`config.mk`:
```
export PLATFORM = sky130hd
export DESIGN_NAME = inst_line_fill_flat
export DESIGN_NICKNAME = d
export VERILOG_FILES = /design/src/rtl/inst_fill_pkg.sv /design/src/rtl/inst_line_fill_if.sv /design/src/rtl/fill_line_buf.sv /design/src/rtl/inst_line_fill.sv /design/src/flat_wrapper.sv
export SDC_FILE = /design/constraint.sdc
export NUM_CORES = 1
export LEC_CHECK = 0
export ABC_AREA = 1
export CORE_UTILIZATION = 40
export CTS_CLUSTER_SIZE = 20
export DETAILED_ROUTE_END_ITERATION = 7
export PLACE_DENSITY_LB_ADDON = 0.05
export SYNTH_ARGS = -nofsm -noshare
export SYNTH_HDL_FRONTEND = slang
export SYNTH_SLANG_ARGS = --single-unit
export TNS_END_PERCENT = 30
```
`constraint.sdc`:
```
create_clock -name clk -period 12 [get_ports clk]
set_input_delay 3.6 -clock clk [delete_from_list [all_inputs] [get_ports clk]]
set_output_delay 3.6 -clock clk [all_outputs]
set_load 0.01 [all_outputs]
```
`src/rtl/inst_fill_pkg.sv`:
```
// Purpose : shared types and constants for the instruction-RAM line-fill engine.
// Latency : n/a (package only).
// Backpr. : n/a.
// Contents: fill FSM state enum, line geometry, external word address helper.
package inst_fill_pkg;

    localparam int LINE_WORDS = 4;
    localparam int WORD_BITS  = 32;
    localparam int LINE_BITS  = LINE_WORDS * WORD_BITS;

    typedef enum logic [2:0] {
        IDLE  = 3'd0,
        REQ   = 3'd1,
        WAIT  = 3'd2,
        WRITE = 3'd3,
        DONE  = 3'd4,
        DRAIN = 3'd5
    } fill_state_e;

    // External byte address of one word of a line; the add wraps at 32 bits.
    function automatic logic [31:0] line_word_adr(input logic [31:0] base,
                                                  input logic [31:0] ladr,
                                                  input logic [1:0]  word);
        return base + {ladr[27:0], word, 2'b00};
    endfunction

endpackage

```
`src/rtl/inst_line_fill_if.sv`:
```
// Purpose : groups the fill-control, memory request/response and RAM line-write signals.
// Latency : n/a (wiring only).
// Backpr. : memory request side uses mem_req/mem_ack; responses are not back-pressured.
// Modports: master = the fill engine, slave = miss logic / memory / RAM side.
interface inst_line_fill_if
    import inst_fill_pkg::*;
#(
    parameter int IWIDTH = 14
);
    // fill control
    logic                  fill_req;
    logic [IWIDTH-3:0]     fill_ladr;
    logic                  fill_abort;
    logic                  fill_busy;
    logic                  fill_done;
    // external memory, split request/response
    logic                  mem_req;
    logic [31:0]           mem_radr;
    logic                  mem_ack;
    logic                  mem_rvalid;
    logic [31:0]           mem_rdata;
    // instruction RAM wide write port
    logic [IWIDTH-3:0]     ram_wadr_all;
    logic [LINE_BITS-1:0]  ram_wdata_all;
    logic                  ram_wen_all;

    modport master (
        input  fill_req, fill_ladr, fill_abort, mem_ack, mem_rvalid, mem_rdata,
        output fill_busy, fill_done, mem_req, mem_radr,
               ram_wadr_all, ram_wdata_all, ram_wen_all
    );

    modport slave (
        output fill_req, fill_ladr, fill_abort, mem_ack, mem_rvalid, mem_rdata,
        input  fill_busy, fill_done, mem_req, mem_radr,
               ram_wadr_all, ram_wdata_all, ram_wen_all
    );

endinterface

```
`src/rtl/fill_line_buf.sv`:
```
// Purpose : 4x32 line assembly buffer, one word written per cycle by slot index.
// Latency : write visible on line_o the cycle after wr_en_i.
// Backpr. : none; every write strobe is taken.
// Ports   : clk/rst, wr_en_i/wr_sel_i/wr_dat_i word write, line_o = {w3,w2,w1,w0}.
module fill_line_buf
    import inst_fill_pkg::*;
(
    input  logic                  clk,
    input  logic                  rst,
    input  logic                  wr_en_i,
    input  logic [1:0]            wr_sel_i,
    input  logic [WORD_BITS-1:0]  wr_dat_i,
    output logic [LINE_BITS-1:0]  line_o
);

    logic [WORD_BITS-1:0] word_q [LINE_WORDS];

    always_ff @(posedge clk or posedge rst) begin
        if (rst) begin
            for (int i = 0; i < LINE_WORDS; i++) begin
                word_q[i] <= '0;
            end
        end else if (wr_en_i) begin
            word_q[wr_sel_i] <= wr_dat_i;
        end
    end

    // Word 0 (lowest address) sits in the least significant bits.
    for (genvar g = 0; g < LINE_WORDS; g++) begin : g_cat
        assign line_o[g*WORD_BITS +: WORD_BITS] = word_q[g];
    end

endmodule

```
`src/rtl/inst_line_fill.sv`:
```
// Purpose : on a fetch miss, reads a 4-word line from external memory and writes it to the
//           instruction RAM wide port in one cycle; supports abort with response drain.
// Latency : best case req sampled c0, RAM write c6, fill_done c7.
// Backpr. : requests held until mem_ack; responses never stalled, taken in request order.
// Ports   : clk, rst (async, active-high), bus (inst_line_fill_if.master).
module inst_line_fill
    import inst_fill_pkg::*;
#(
    parameter int          IWIDTH   = 14,
    parameter logic [31:0] BASE_ADR = 32'h0000_0000
) (
    input  logic             clk,
    input  logic             rst,
    inst_line_fill_if.master bus
);

    localparam int LW = IWIDTH - 2;

    fill_state_e          state_q, state_d;
    logic [2:0]           iss_cnt_q, iss_cnt_d;
    logic [2:0]           rsp_cnt_q, rsp_cnt_d;
    logic [LW-1:0]        ladr_q, ladr_d;
    logic [LINE_BITS-1:0] line;
    logic                 ack_xfer;
    logic                 rsp_take;
    logic                 buf_wen;

    // A response only counts while something is outstanding; anything else is stray.
    assign ack_xfer = (state_q == REQ) && bus.mem_ack;
    assign rsp_take = bus.mem_rvalid && (rsp_cnt_q != iss_cnt_q)
                      && ((state_q == REQ) || (state_q == WAIT) || (state_q == DRAIN));
    // Drained responses are counted but never land in the line buffer.
    assign buf_wen  = rsp_take && (state_q != DRAIN);

    fill_line_buf u_buf (
        .clk      (clk),
        .rst      (rst),
        .wr_en_i  (buf_wen),
        .wr_sel_i (rsp_cnt_q[1:0]),
        .wr_dat_i (bus.mem_rdata),
        .line_o   (line)
    );

    always_ff @(posedge clk or posedge rst) begin
        if (rst) begin
            state_q   <= IDLE;
            iss_cnt_q <= '0;
            rsp_cnt_q <= '0;
            ladr_q    <= '0;
        end else begin
            state_q   <= state_d;
            iss_cnt_q <= iss_cnt_d;
            rsp_cnt_q <= rsp_cnt_d;
            ladr_q    <= ladr_d;
        end
    end

    always_comb begin
        state_d   = state_q;
        ladr_d    = ladr_q;
        iss_cnt_d = 3'(iss_cnt_q + {2'b00, ack_xfer});
        rsp_cnt_d = 3'(rsp_cnt_q + {2'b00, rsp_take});
        case (state_q)
            IDLE: begin
                if (bus.fill_req) begin
                    ladr_d    = bus.fill_ladr;
                    iss_cnt_d = '0;
                    rsp_cnt_d = '0;
                    state_d   = REQ;
                end
            end
            REQ, WAIT: begin
                // The last word arriving wins over a same-cycle abort.
                if (rsp_cnt_d == 3'd4) begin
                    state_d = WRITE;
                end else if (bus.fill_abort) begin
                    state_d = DRAIN;
                end else if ((state_q == REQ) && (iss_cnt_d == 3'd4)) begin
                    state_d = WAIT;
                end
            end
            WRITE: state_d = DONE;
            DONE:  state_d = IDLE;
            DRAIN: begin
                if (rsp_cnt_d == iss_cnt_q) begin
                    state_d = IDLE;
                end
            end
            default: state_d = IDLE;
        endcase
    end

    // All outputs decode registered state, so reset clears them immediately and
    // there is no combinational path from mem_ack back to mem_req.
    assign bus.fill_busy     = (state_q != IDLE);
    assign bus.fill_done     = (state_q == DONE);
    assign bus.mem_req       = (state_q == REQ);
    assign bus.mem_radr      = (state_q == REQ)
                               ? line_word_adr(BASE_ADR, 32'(ladr_q), iss_cnt_q[1:0]) : '0;
    assign bus.ram_wen_all   = (state_q == WRITE);
    assign bus.ram_wadr_all  = (state_q == WRITE) ? ladr_q : '0;
    assign bus.ram_wdata_all = (state_q == WRITE) ? line : '0;

endmodule

```
`src/flat_wrapper.sv`:
```
// flat-port wrapper written by rule: the top's interface ports become plain ports
module inst_line_fill_flat import inst_fill_pkg::*;
#(
    parameter int          IWIDTH   = 14,
    parameter logic [31:0] BASE_ADR = 32'h0000_0000
)
  (clk, rst, bus_fill_req, bus_fill_ladr, bus_fill_abort, bus_mem_ack, bus_mem_rvalid, bus_mem_rdata, bus_fill_busy, bus_fill_done, bus_mem_req, bus_mem_radr, bus_ram_wadr_all, bus_ram_wdata_all, bus_ram_wen_all);
  inst_line_fill_if #(.IWIDTH(IWIDTH)) bus_i ();
  input  logic clk;
  input  logic rst;
  input wire logic [$bits(bus_i.fill_req)-1:0] bus_fill_req;
  input wire logic [$bits(bus_i.fill_ladr)-1:0] bus_fill_ladr;
  input wire logic [$bits(bus_i.fill_abort)-1:0] bus_fill_abort;
  input wire logic [$bits(bus_i.mem_ack)-1:0] bus_mem_ack;
  input wire logic [$bits(bus_i.mem_rvalid)-1:0] bus_mem_rvalid;
  input wire logic [$bits(bus_i.mem_rdata)-1:0] bus_mem_rdata;
  output wire logic [$bits(bus_i.fill_busy)-1:0] bus_fill_busy;
  output wire logic [$bits(bus_i.fill_done)-1:0] bus_fill_done;
  output wire logic [$bits(bus_i.mem_req)-1:0] bus_mem_req;
  output wire logic [$bits(bus_i.mem_radr)-1:0] bus_mem_radr;
  output wire logic [$bits(bus_i.ram_wadr_all)-1:0] bus_ram_wadr_all;
  output wire logic [$bits(bus_i.ram_wdata_all)-1:0] bus_ram_wdata_all;
  output wire logic [$bits(bus_i.ram_wen_all)-1:0] bus_ram_wen_all;
  assign bus_i.fill_req = bus_fill_req;
  assign bus_i.fill_ladr = bus_fill_ladr;
  assign bus_i.fill_abort = bus_fill_abort;
  assign bus_i.mem_ack = bus_mem_ack;
  assign bus_i.mem_rvalid = bus_mem_rvalid;
  assign bus_i.mem_rdata = bus_mem_rdata;
  assign bus_fill_busy = bus_i.fill_busy;
  assign bus_fill_done = bus_i.fill_done;
  assign bus_mem_req = bus_i.mem_req;
  assign bus_mem_radr = bus_i.mem_radr;
  assign bus_ram_wadr_all = bus_i.ram_wadr_all;
  assign bus_ram_wdata_all = bus_i.ram_wdata_all;
  assign bus_ram_wen_all = bus_i.ram_wen_all;
  inst_line_fill #(.IWIDTH(IWIDTH), .BASE_ADR(BASE_ADR)) u_core (.clk(clk), .rst(rst), .bus(bus_i));
endmodule
```
# [After elaboration in Yosys (flattened, before gate mapping)]
# Index checks and enable logic that the tools add are counted.
[op_classes] addsub=2 n_lt_le_gt_ge=2 eq_ne=13 muxes=16 n_bitwise=1 reduce_logical=13
[ops] cell="bitwise mux 128 bit" n=1
[ops] cell="two-way mux 128 bit" n=1
[ops] cell="demux 32 bit (select 2 bit)" n=1
[ops] cell="two-way mux 32 bit" n=1
[ops] cell="two-way mux 3 bit" n=9
[ops] cell="two-way mux 16 bit" n=1
[ops] cell="equality test 3 bit, second input constant" n=4
[ops] cell="two-way mux 12 bit" n=1
[ops] cell="one-hot mux 3 bit (4 select lines)" n=1
[ops] cell="adder 3 x 1 -> 3 bit" n=2
[ops] cell="equality test 3 x 2 -> 1 bit, second input constant" n=2
[ops] cell="logical AND 1 bit" n=6
[ops] cell="inequality test 2 bit, second input constant" n=2
[ops] cell="inequality test 4 x 2 -> 1 bit, second input constant" n=1
[ops] cell="equality test 3 x 1 -> 1 bit, second input constant" n=1
[ops] cell="equality test 3 bit" n=1
[ops] cell="greater-or-equal comparator 3 bit, second input constant" n=1
[ops] cell="zero test 3 bit" n=1
[ops] cell="< comparator 3 x 1 -> 1 bit, second input constant" n=1
[ops] cell="inequality test 3 bit" n=1
[ops] cell="inequality test 3 bit, second input constant" n=1
[ops] cell="inverter 2 -> 3 bit" n=1
[ops] cell="AND reduction 3 bit" n=1
[ops] cell="nonzero test 3 bit" n=1
[ops] cell="3 further kinds" n=4
[totals] ff_bits=149 inputBits=50 out_inout_bits=176 word_cells=55

# [Logic depth before layout (Yosys ltp)]
# Gate-level depths: netlist of the first run.
[depth] ltp_word=9 mapped_depth=18 mapped_depth_nobuf=17

# [Modules after synthesis]
# Synthesis of the first run repeated with hierarchy kept, for this count alone.
[unflattened] hier_cells=1037 area_unflattened_um2=7653.6
[by_module_without_submodules] module="fill_line_buf" n_inst=1 cells_per_inst=570 area_each_um2=5192.5 seq_area_each_um2=3203.1
[by_module_without_submodules] module="inst_line_fill" n_inst=1 cells_per_inst=467 area_each_um2=2461.1 seq_area_each_um2=525.5

# [Least setup slack after synthesis of the first run]
# Ideal clock, no wire load.
[synth_path] path_kind="input to register" start="in bus_mem_rvalid" end="reg u_core.state_q[0]" setup_ns=0.118 arrival_ns=4.921 required_time_ns=11.882 slack_ns=6.961 stages=11 n_path_buf=1 path_cell_list="nand2_1 -> nor2_1 -> buf_2 -> ha_1 -> ha_1 -> nor2_1 -> nand3_1 -> nand3_1 -> nand3_1 -> nand2_1 -> nand2_1"
[synth_via] elab_chain_cells=6 elab_cells_between_ends=10 cone_classes="add/sub: 1; eq/ne: 4; mux: 2; reduce/logical: 3"
[synth_lines] item="from (decl)" line_no="flat_wrapper.sv:15" rtl="input wire logic [$bits(bus_i.mem_rvalid)-1:0] bus_mem_rvalid;"
[synth_lines] item="logical AND 1 bit (*)" line_no="inst_line_fill.sv:30" rtl="assign rsp_take = bus.mem_rvalid && (rsp_cnt_q != iss_cnt_q)"
[synth_lines] item="logical AND 1 bit (*)" line_no="inst_line_fill.sv:31" rtl="&& ((state_q == REQ) || (state_q == WAIT) || (state_q == DRAIN));"
[synth_lines] item="adder 3 x 1 -> 3 bit (*)" line_no="inst_line_fill.sv:62" rtl="rsp_cnt_d = 3'(rsp_cnt_q + {2'b00, rsp_take});"
[synth_lines] item="equality test 3 bit, on equally long branches" line_no="inst_line_fill.sv:74, inst_line_fill.sv:85"
[synth_lines] item="inequality test 4 x 2 -> 1 bit (no line) (tied with other cells)"
[synth_lines] item="AND reduction 3 bit (no line) or one-hot mux 3 bit (4 select lines) (tied branches)"
[synth_lines] item="to (signal assigned)" line_no="inst_line_fill.sv:51" rtl="state_q <= state_d;"
[synth_lines] item="to (decl)" line_no="inst_line_fill.sv:19" rtl="fill_state_e state_q, state_d;"
# Mark *: on every way between the ends. The rest lies on a longest branch, timed or not.
# A chain may end at the register's enable or synchronous reset.

# [Final worst setup path of the first run]
[layout_path] start="reg u_core.state_q[0]" end="out bus_ram_wdata_all[31]"
[layout_via] elab_chain_cells=2
[layout_lines] item="equality test 3 x 2 -> 1 bit" line_no="inst_line_fill.sv:102" rtl="assign bus.ram_wdata_all = (state_q == WRITE) ? line : '0;"
[layout_lines] item="two-way mux 128 bit" line_no="inst_line_fill.sv:102"
[layout_lines] item="to (decl)" line_no="flat_wrapper.sv:22" rtl="output wire logic [$bits(bus_i.ram_wdata_all)-1:0] bus_ram_wdata_all;"
# Every way passes these cells.

==> results of run 1 <==
## final cells by class
type	instances	area [µm²]
flip-flops and latches	149	3730
clock buffers	18	439
inverters	167	634
repair buffers	217	2150
well taps	234	293
multi-input cells	662	2950
fillers	1876	8410
clock inverters	13	173
## routing by layer
metal	vias up	share of wire	global-route usage	wire length, µm
li1	3544	-	-	-
met3	16	0.053	0.0458	1170
met1	3330	0.47	0.318	10400
met5	-	0	0	0
met2	238	0.47	0.372	10300
met4	0	0.0084	0.0646	185
## tightest hold or removal path: cells and delay by family, from the launching register on
family / cells / cell delay, ns
DFF: 1 / 0.34
and+or+nand+nor: 2 / 0.10
## synthesized netlist by cell type (all sizes together)
master	instances
conb	1
nor3	1
clkbuf	42
nor2	172
dfrtp	149
a21oi	1
nand3	12
a21boi	1
nand3b	1
ha	4
nand2	304
xnor2	2
inv	167
nand4	134
buf	47
o21ai	12
## placed cells by master (no fill, tap or decap)
master | synthesis | routed
a21boi_1 | 1 | 1
a21oi_1 | 1 | 1
buf_4 | 30 | 10
bufinv_16 | 0 | 3
clkbuf_16 | 0 | 17
clkbuf_8 | 0 | 1
clkdlybuf4s50_1 | 0 | 207
clkinv_4 | 0 | 2
clkinvlp_4 | 0 | 4
conb_1 | 1 | 18
dfrtp_1 | 149 | 149
ha_1 | 4 | 4
inv_1 | 166 | 165
inv_4 | 0 | 1
inv_6 | 0 | 5
nand2_1 | 304 | 304
nand3_1 | 11 | 11
nand3_4 | 0 | 1
nand3b_1 | 1 | 1
nand4_1 | 134 | 134
nor2_1 | 172 | 168
nor2_4 | 0 | 4
nor3_1 | 1 | 1
o21ai_0 | 12 | 12
xnor2_1 | 2 | 2
## final timing paths
check,startpoint,to,slack [ns],cells past startpoint
setup / recovery,u_core.state_q[0],bus_ram_wdata_all[31],5.37,6
hold / removal,u_core.u_buf.line_o[105],u_core.u_buf.line_o[105],0.48,2
setup reg to reg,u_core.state_q[1],u_core.state_q[0],8.59,13
hold reg to reg,u_core.u_buf.line_o[105],u_core.u_buf.line_o[105],0.48,2
max in group asynchronous,rst,u_core.u_buf.line_o[117],6.96,3
min in group asynchronous,rst,u_core.u_buf.line_o[106],3.74,2
## report_power, final
group	switching (mW)	internal, mW	total (mW)
Clock	0.223	0.335	0.558
Sequential	0.125	0.723	0.848
Combinational	0.540	0.291	0.832
Total	0.888	1.35	2.24
## flip-flops by register name, indices dropped and copies added (netlist names)
| name | flops |
|---|---|
| u_core.state_q | 3 |
| u_core.iss_cnt_q | 3 |
| u_core.ladr_q | 12 |
| u_core.rsp_cnt_q | 3 |
| u_core.u_buf.line_o | 128 |
## cell families (layout without fill, tap and decap cells)
group / count (synthesis) / after routing
AOI/OAI and AO/OA: 14 / 14
xor gates and xnor gates: 2 / 2
adders and majority gates: 4 / 4
buffers and inverters: 256 / 415
DFF: 149 / 149
other: 1 / 18
and+or+nand+nor: 624 / 624
## per-stage QoR
step           total power [mW]   util  instance area, µm²  setup slack (ns)  cells
6_report                   2.24  0.552               10400              5.37   1460
2_1_floorplan              1.41      -                7730              4.39   1067
3_5_place_dp               1.69  0.520                9750              5.68   1429
5_1_grt                    2.42  0.552               10400              5.06   1460
3_3_place_gp               1.68  0.520                9750              5.72   1429
4_1_cts                    2.26  0.552               10400              5.29   1460
==> key figures, run 1 <==
Synth
  • Cell area after synthesis: 0.00767 mm²
  • Unique cell type count in the Yosys netlist: 20
  • Top post-synthesis cells by area: dfrtp_1 49%, nand2_1 15%, nand4_1 11%, nor2_1 8.4%, inv_1 8.1%
  • Register area share after synthesis: 0.486
  • Flops & latches, synth: about 150
  • Largest family of logic cells by synthesized area: simple AND/OR/NAND/NOR gates
  • Post-synthesis compound-gate area fraction: 0.00946
  • Post-Synthesis Cells: 1,050
  • Mux cell area share after synthesis: 0
  • Mean Syn Cell Area: 7.30 µm²
  • Synth Area in XOR/XNOR: 0.00228
  • Area leader, netlist: dfrtp_1
  • Top cell type's share of synthesized area: 0.486
  • Yosys Warn Count: 0
  • Synthesized-area fraction occupied by and/or/nand/nor cells: 0.352
  • Post-Synth Adder-Cell Area: 0.00653

STA
  • Period utilisation layout: 0.553
  • Minimum hold slack: 0.479 ns
  • Fmax: 151 MHz
  • TNS Setup: 0 ns
  • RSZ-0062 raised after global routing: false
  • Endpoints failing setup: 0
  • Tmin final: 6.63 ns
  • Worst-Margin Slew: 1.04 ns
  • Endpoints failing hold: 0
  • Relative slew slack: 0.307
  • Setup Skew: 0.0131 ns
  • Slew Viols, Final: 0

Setup path
  • CP max FO: 105
  • Crit. End Element: primary output
  • Slowest cell on crit path: buf_4
  • CP bufs+invs: 3
  • Element type at the critical path start: register
  • Crit-path cells: nand2_1 -> nor2_1 -> inv_4 -> buf_4 -> nor2_1 -> clkdlybuf4s50_1
  • CP arrival: slightly above 3 ns
  • Crit Path Class: reg2out
  • Worst Path Required: 8.40 ns
  • CP delay by family, top: buffers and inverters
  • Most Frequent Cell on Critical Path: nor2_1
  • Largest stage delay, worst path: between 0.8 and 0.9 ns

Clock tree
  • Max Root-Sink Buffers: 2
  • Root buf cell: clkbuf_16
  • H-tree levels: 4
  • CTS tree: done
  • Clk pin slew, worst setup/hold paths: approximately 0.06 ns
  • Clock latency at the later pin of the worst-skew pair: between 0.4 and 0.5 ns
  • Post-CTS setup repair buffer count: 0
  • Post-CTS Resized: 0
  • TritonCTS Buffers: 17
  • # clock sinks: 149
  • Number of hold buffers added after CTS: 0

Run status
  • Outcome: completed

Floorplan
  • Die height: 140 µm
  • Die area: 0.0197 mm²
  • Die W: 140 µm
  • Core area: between 0.015 and 0.02 mm²
  • IO Count: 226
  • Initial Utilization: 0.409
  • Cell row count: 50

Cells and area
  • Share of cells above drive strength 1: 0.0392
  • Ant. Diodes: 0
  • Area grow syn2layout: 35.1%
  • Fin nets: 1,268

Routing
  • ANT nets after route: 0
  • DR vias/cell: 4.88
  • Detailed Routing Iterations Pass 1: 5
  • DR vias: 7,128
  • Drt wl/cell: between 15 and 20 µm
  • Iter 0 DRT Violations: 497
  • Drt drc: 0
  • Post-Route WL: 22.0 mm

Power
  • PD cells: 216 mW/mm²
  • Leakage: approximately 5 nW
  • Peak supply drop: 0.0985 mV

Global route
  • Largest net degree at the start of global routing: 106
  • Overall global routing resource usage: 0.231
  • First-pass GRT wire length: 36.0 mm
  • Initial antenna violation count: 0
  • GRT overflow: 0
  • Vias in the first global route: 6,953

Placement
  • Port bufs: 207
  • Dpl hpwl: 13.6 mm
  • GPL Wtd Cong: 0.800

Job
  • Number of max-cap violations: 0

Hold path
  • Hold Crit Class: reg2reg
Note: power is estimated with default switching activity, not from simulation.
==> inputs of run 2 (changes only) <==
Clock period 12 ns to 6.5 ns, I/O delays scaled along.
==> key figures, run 2 (synthesis gave the netlist of run 1 again) <==
STA
  • Endpoints failing setup: 0 (unchanged)
  • Fmax: 220 MHz
  • Slew Viols, Final: 0 (unchanged)
  • Worst-Margin Slew: 0.991 ns (-0.0459 ns)
  • Relative slew slack: 0.339 (+0.0322)
  • Endpoints failing hold: 0 (unchanged)
  • RSZ-0062 raised after global routing: false
  • Tmin final: 4.55 ns
  • Period utilisation layout: 0.700
  • Minimum hold slack: 0.478 ns (-0.000521 ns)
  • TNS Setup: 0 ns (unchanged)
  • Setup Skew: 0.0128 ns (-0.000210 ns)

Setup path
  • R2R Path Start: u_core.state_q[1]
  • CP max FO: 56 (-47%)
  • Crit Path Class: reg2out
  • R2R setup slack: 3.34 ns (-5.25 ns)
  • Reg-to-Reg End: u_core.u_buf.line_o[64]
  • R2R depth: 9 (-4)
  • Critical Path Source: u_core.state_q[0]
  • CP Capture Point: bus_ram_wdata_all[19]
  • Crit. End Element: primary output
  • Element type at the critical path start: register
  • Worst Path Required: 4.55 ns (-3.85 ns)
  • CP arrival: 2.60 ns (-0.43 ns)

Clock tree
  • Post-CTS setup repair buffer count: 0 (unchanged)
  • Post-CTS Resized: 0 (unchanged)
  • TritonCTS Buffers: 17 (unchanged)
  • Number of hold buffers added after CTS: 0 (unchanged)
  • Clk pin slew, worst setup/hold paths: 0.06 ns (about the same)
  • CTS tree: done
  • Clock latency at the later pin of the worst-skew pair: 0.43 ns (about the same)
  • H-tree levels: 4 (unchanged)
  • # clock sinks: 149 (unchanged)
  • Max Root-Sink Buffers: 2 (unchanged)
  • Root buf cell: clkbuf_16

Cells and area
  • Fin nets: 1,271 (+0.24%)
  • Ant. Diodes: 0 (unchanged)
  • Fillers: 1,828 (-2.6%)
  • Multi-input gate area: 0.00295 mm² (unchanged)
  • Max reg flops: 128 (unchanged)
  • Register area: 0.00373 mm² (unchanged)
  • Area grow syn2layout: 35.2% (about the same)
  • Core Util, Final: 0.552 (about the same)
  • Commonest non-fill, non-tap cells in the layout: 304 x nand2_1, 207 x clkdlybuf4s50_1, 168 x nor2_1
  • Most common cell after layout, fill and taps aside: nand2_1
  • Share of cells above drive strength 1: 0.0415 (+0.00231)

Floorplan
  • Initial Utilization: 0.409 (unchanged)
  • Core area: 0.0188 mm² (unchanged)
  • Die area: 0.0197 mm² (unchanged)
  • IO Count: 226 (unchanged)
  • Die height: 140 µm (unchanged)
  • Cell row count: 50 (unchanged)
  • Die W: 140 µm (unchanged)

Routing
  • Detailed Routing Iterations Pass 1: 5 (unchanged)
  • Drt drc: 0 (unchanged)
  • Metal-1 WL: 10.3 mm (-1.4%)
  • WL met3: 1.30 mm (+12%)
  • ANT nets after route: 0 (unchanged)
  • Post-Route WL: 21.9 mm (-0.69%)
  • Top Metal Used: met4
  • DR vias: 7,206 (+1.1%)
  • Met2 wire len: 9.97 mm (-2.8%)
  • DR vias/cell: 4.92 (+0.82%)
  • Drt wl/cell: 15.0 µm (-0.96%)
  • Iter 0 DRT Violations: 419 (-16%)

Placement
  • Dpl hpwl: 13.9 mm (+1.8%)
  • GPL Wtd Cong: 0.782 (-2.3%)
  • Port bufs: 207 (unchanged)

Hold path
  • Hold Crit Class: reg2reg

Power
  • Tot Pwr: 4.09 mW (+83%)
  • Peak supply drop: 0.204 mV (+110%)
  • PD cells: 394 mW/mm² (+83%)
  • Leakage: 4.99 nW (about the same)

Global route
  • Initial antenna violation count: 0 (unchanged)
  • First-pass GRT wire length: 35.9 mm (-0.44%)
  • Vias in the first global route: 6,944 (-0.13%)
  • GRT overflow: 0 (unchanged)
  • Overall global routing resource usage: 0.230 (-0.00188)
  • Largest net degree at the start of global routing: 108 (+1.9%)

Run status
  • Outcome: completed

Job
  • Number of max-cap violations: 0 (unchanged)
run 2: cell count changes in the layout (fill, tap and decap cells not counted), sizes merged:
| cell | before | now |
|---|---|---|
| buf | 10 | 13 |
| clkinv | 2 | 4 |
| bufinv | 3 | 2 |
| clkbuf | 18 | 19 |
| inv | 171 | 170 |
run 2: critical path, stage by stage (launching register included):
cell	delay (ns)
dfrtp_1	0.45
nand2_1	0.14
nor2_1	0.08
inv_4	0.28
buf_4	0.53
nor2_1	0.11
clkdlybuf4s50_1	0.51
run 2: worst min-delay path by stage:
stage          cells past startpoint               startpoint                 endpoint
2_1_floorplan                      2   u_core.u_buf.line_o[0]   u_core.u_buf.line_o[0]
3_3_place_gp                       2  u_core.u_buf.line_o[46]  u_core.u_buf.line_o[46]
3_5_place_dp                       2  u_core.u_buf.line_o[85]  u_core.u_buf.line_o[85]
4_1_cts                            2  u_core.u_buf.line_o[40]  u_core.u_buf.line_o[40]
5_1_grt                            2   u_core.u_buf.line_o[8]   u_core.u_buf.line_o[8]
6_report                           2  u_core.u_buf.line_o[62]  u_core.u_buf.line_o[62]
run 2: final cells by class:
type / instances / share of cell area
Timing Repair Buffer: 220 / 0.209
Clock buffer: 19 / 0.0427
Sequential cell: 149 / 0.360
Inverter: 167 / 0.0612
Tap cell: 234 / 0.0283
Clock inverter: 13 / 0.0142
Multi-Input combinational cell: 662 / 0.284
run 2: routing by layer:
layer	track usage	up-vias
met1	0.307	3380
met3	0.0530	30
met5	0	-
li1	-	3552
met2	0.369	244
met4	0.0727	0
run 2: report_power, final:
part | internal [mW] | switching (mW) | leakage, nW
clock network | 0.580 | 0.410 | 0.277
registers | 1.33 | 0.228 | 1.96
logic | 0.542 | 0.993 | 2.76
total | 2.46 | 1.63 | 4.99
run 2: metrics by stage:
stage	instances	instance area, µm²	setup slack (ns)
global route	1464	10400	1.74
global placement	1432	9770	2.19
floorplan	1067	7730	0.542
CTS	1464	10400	1.90
finish	1464	10400	1.95
detailed placement	1432	9770	2.20
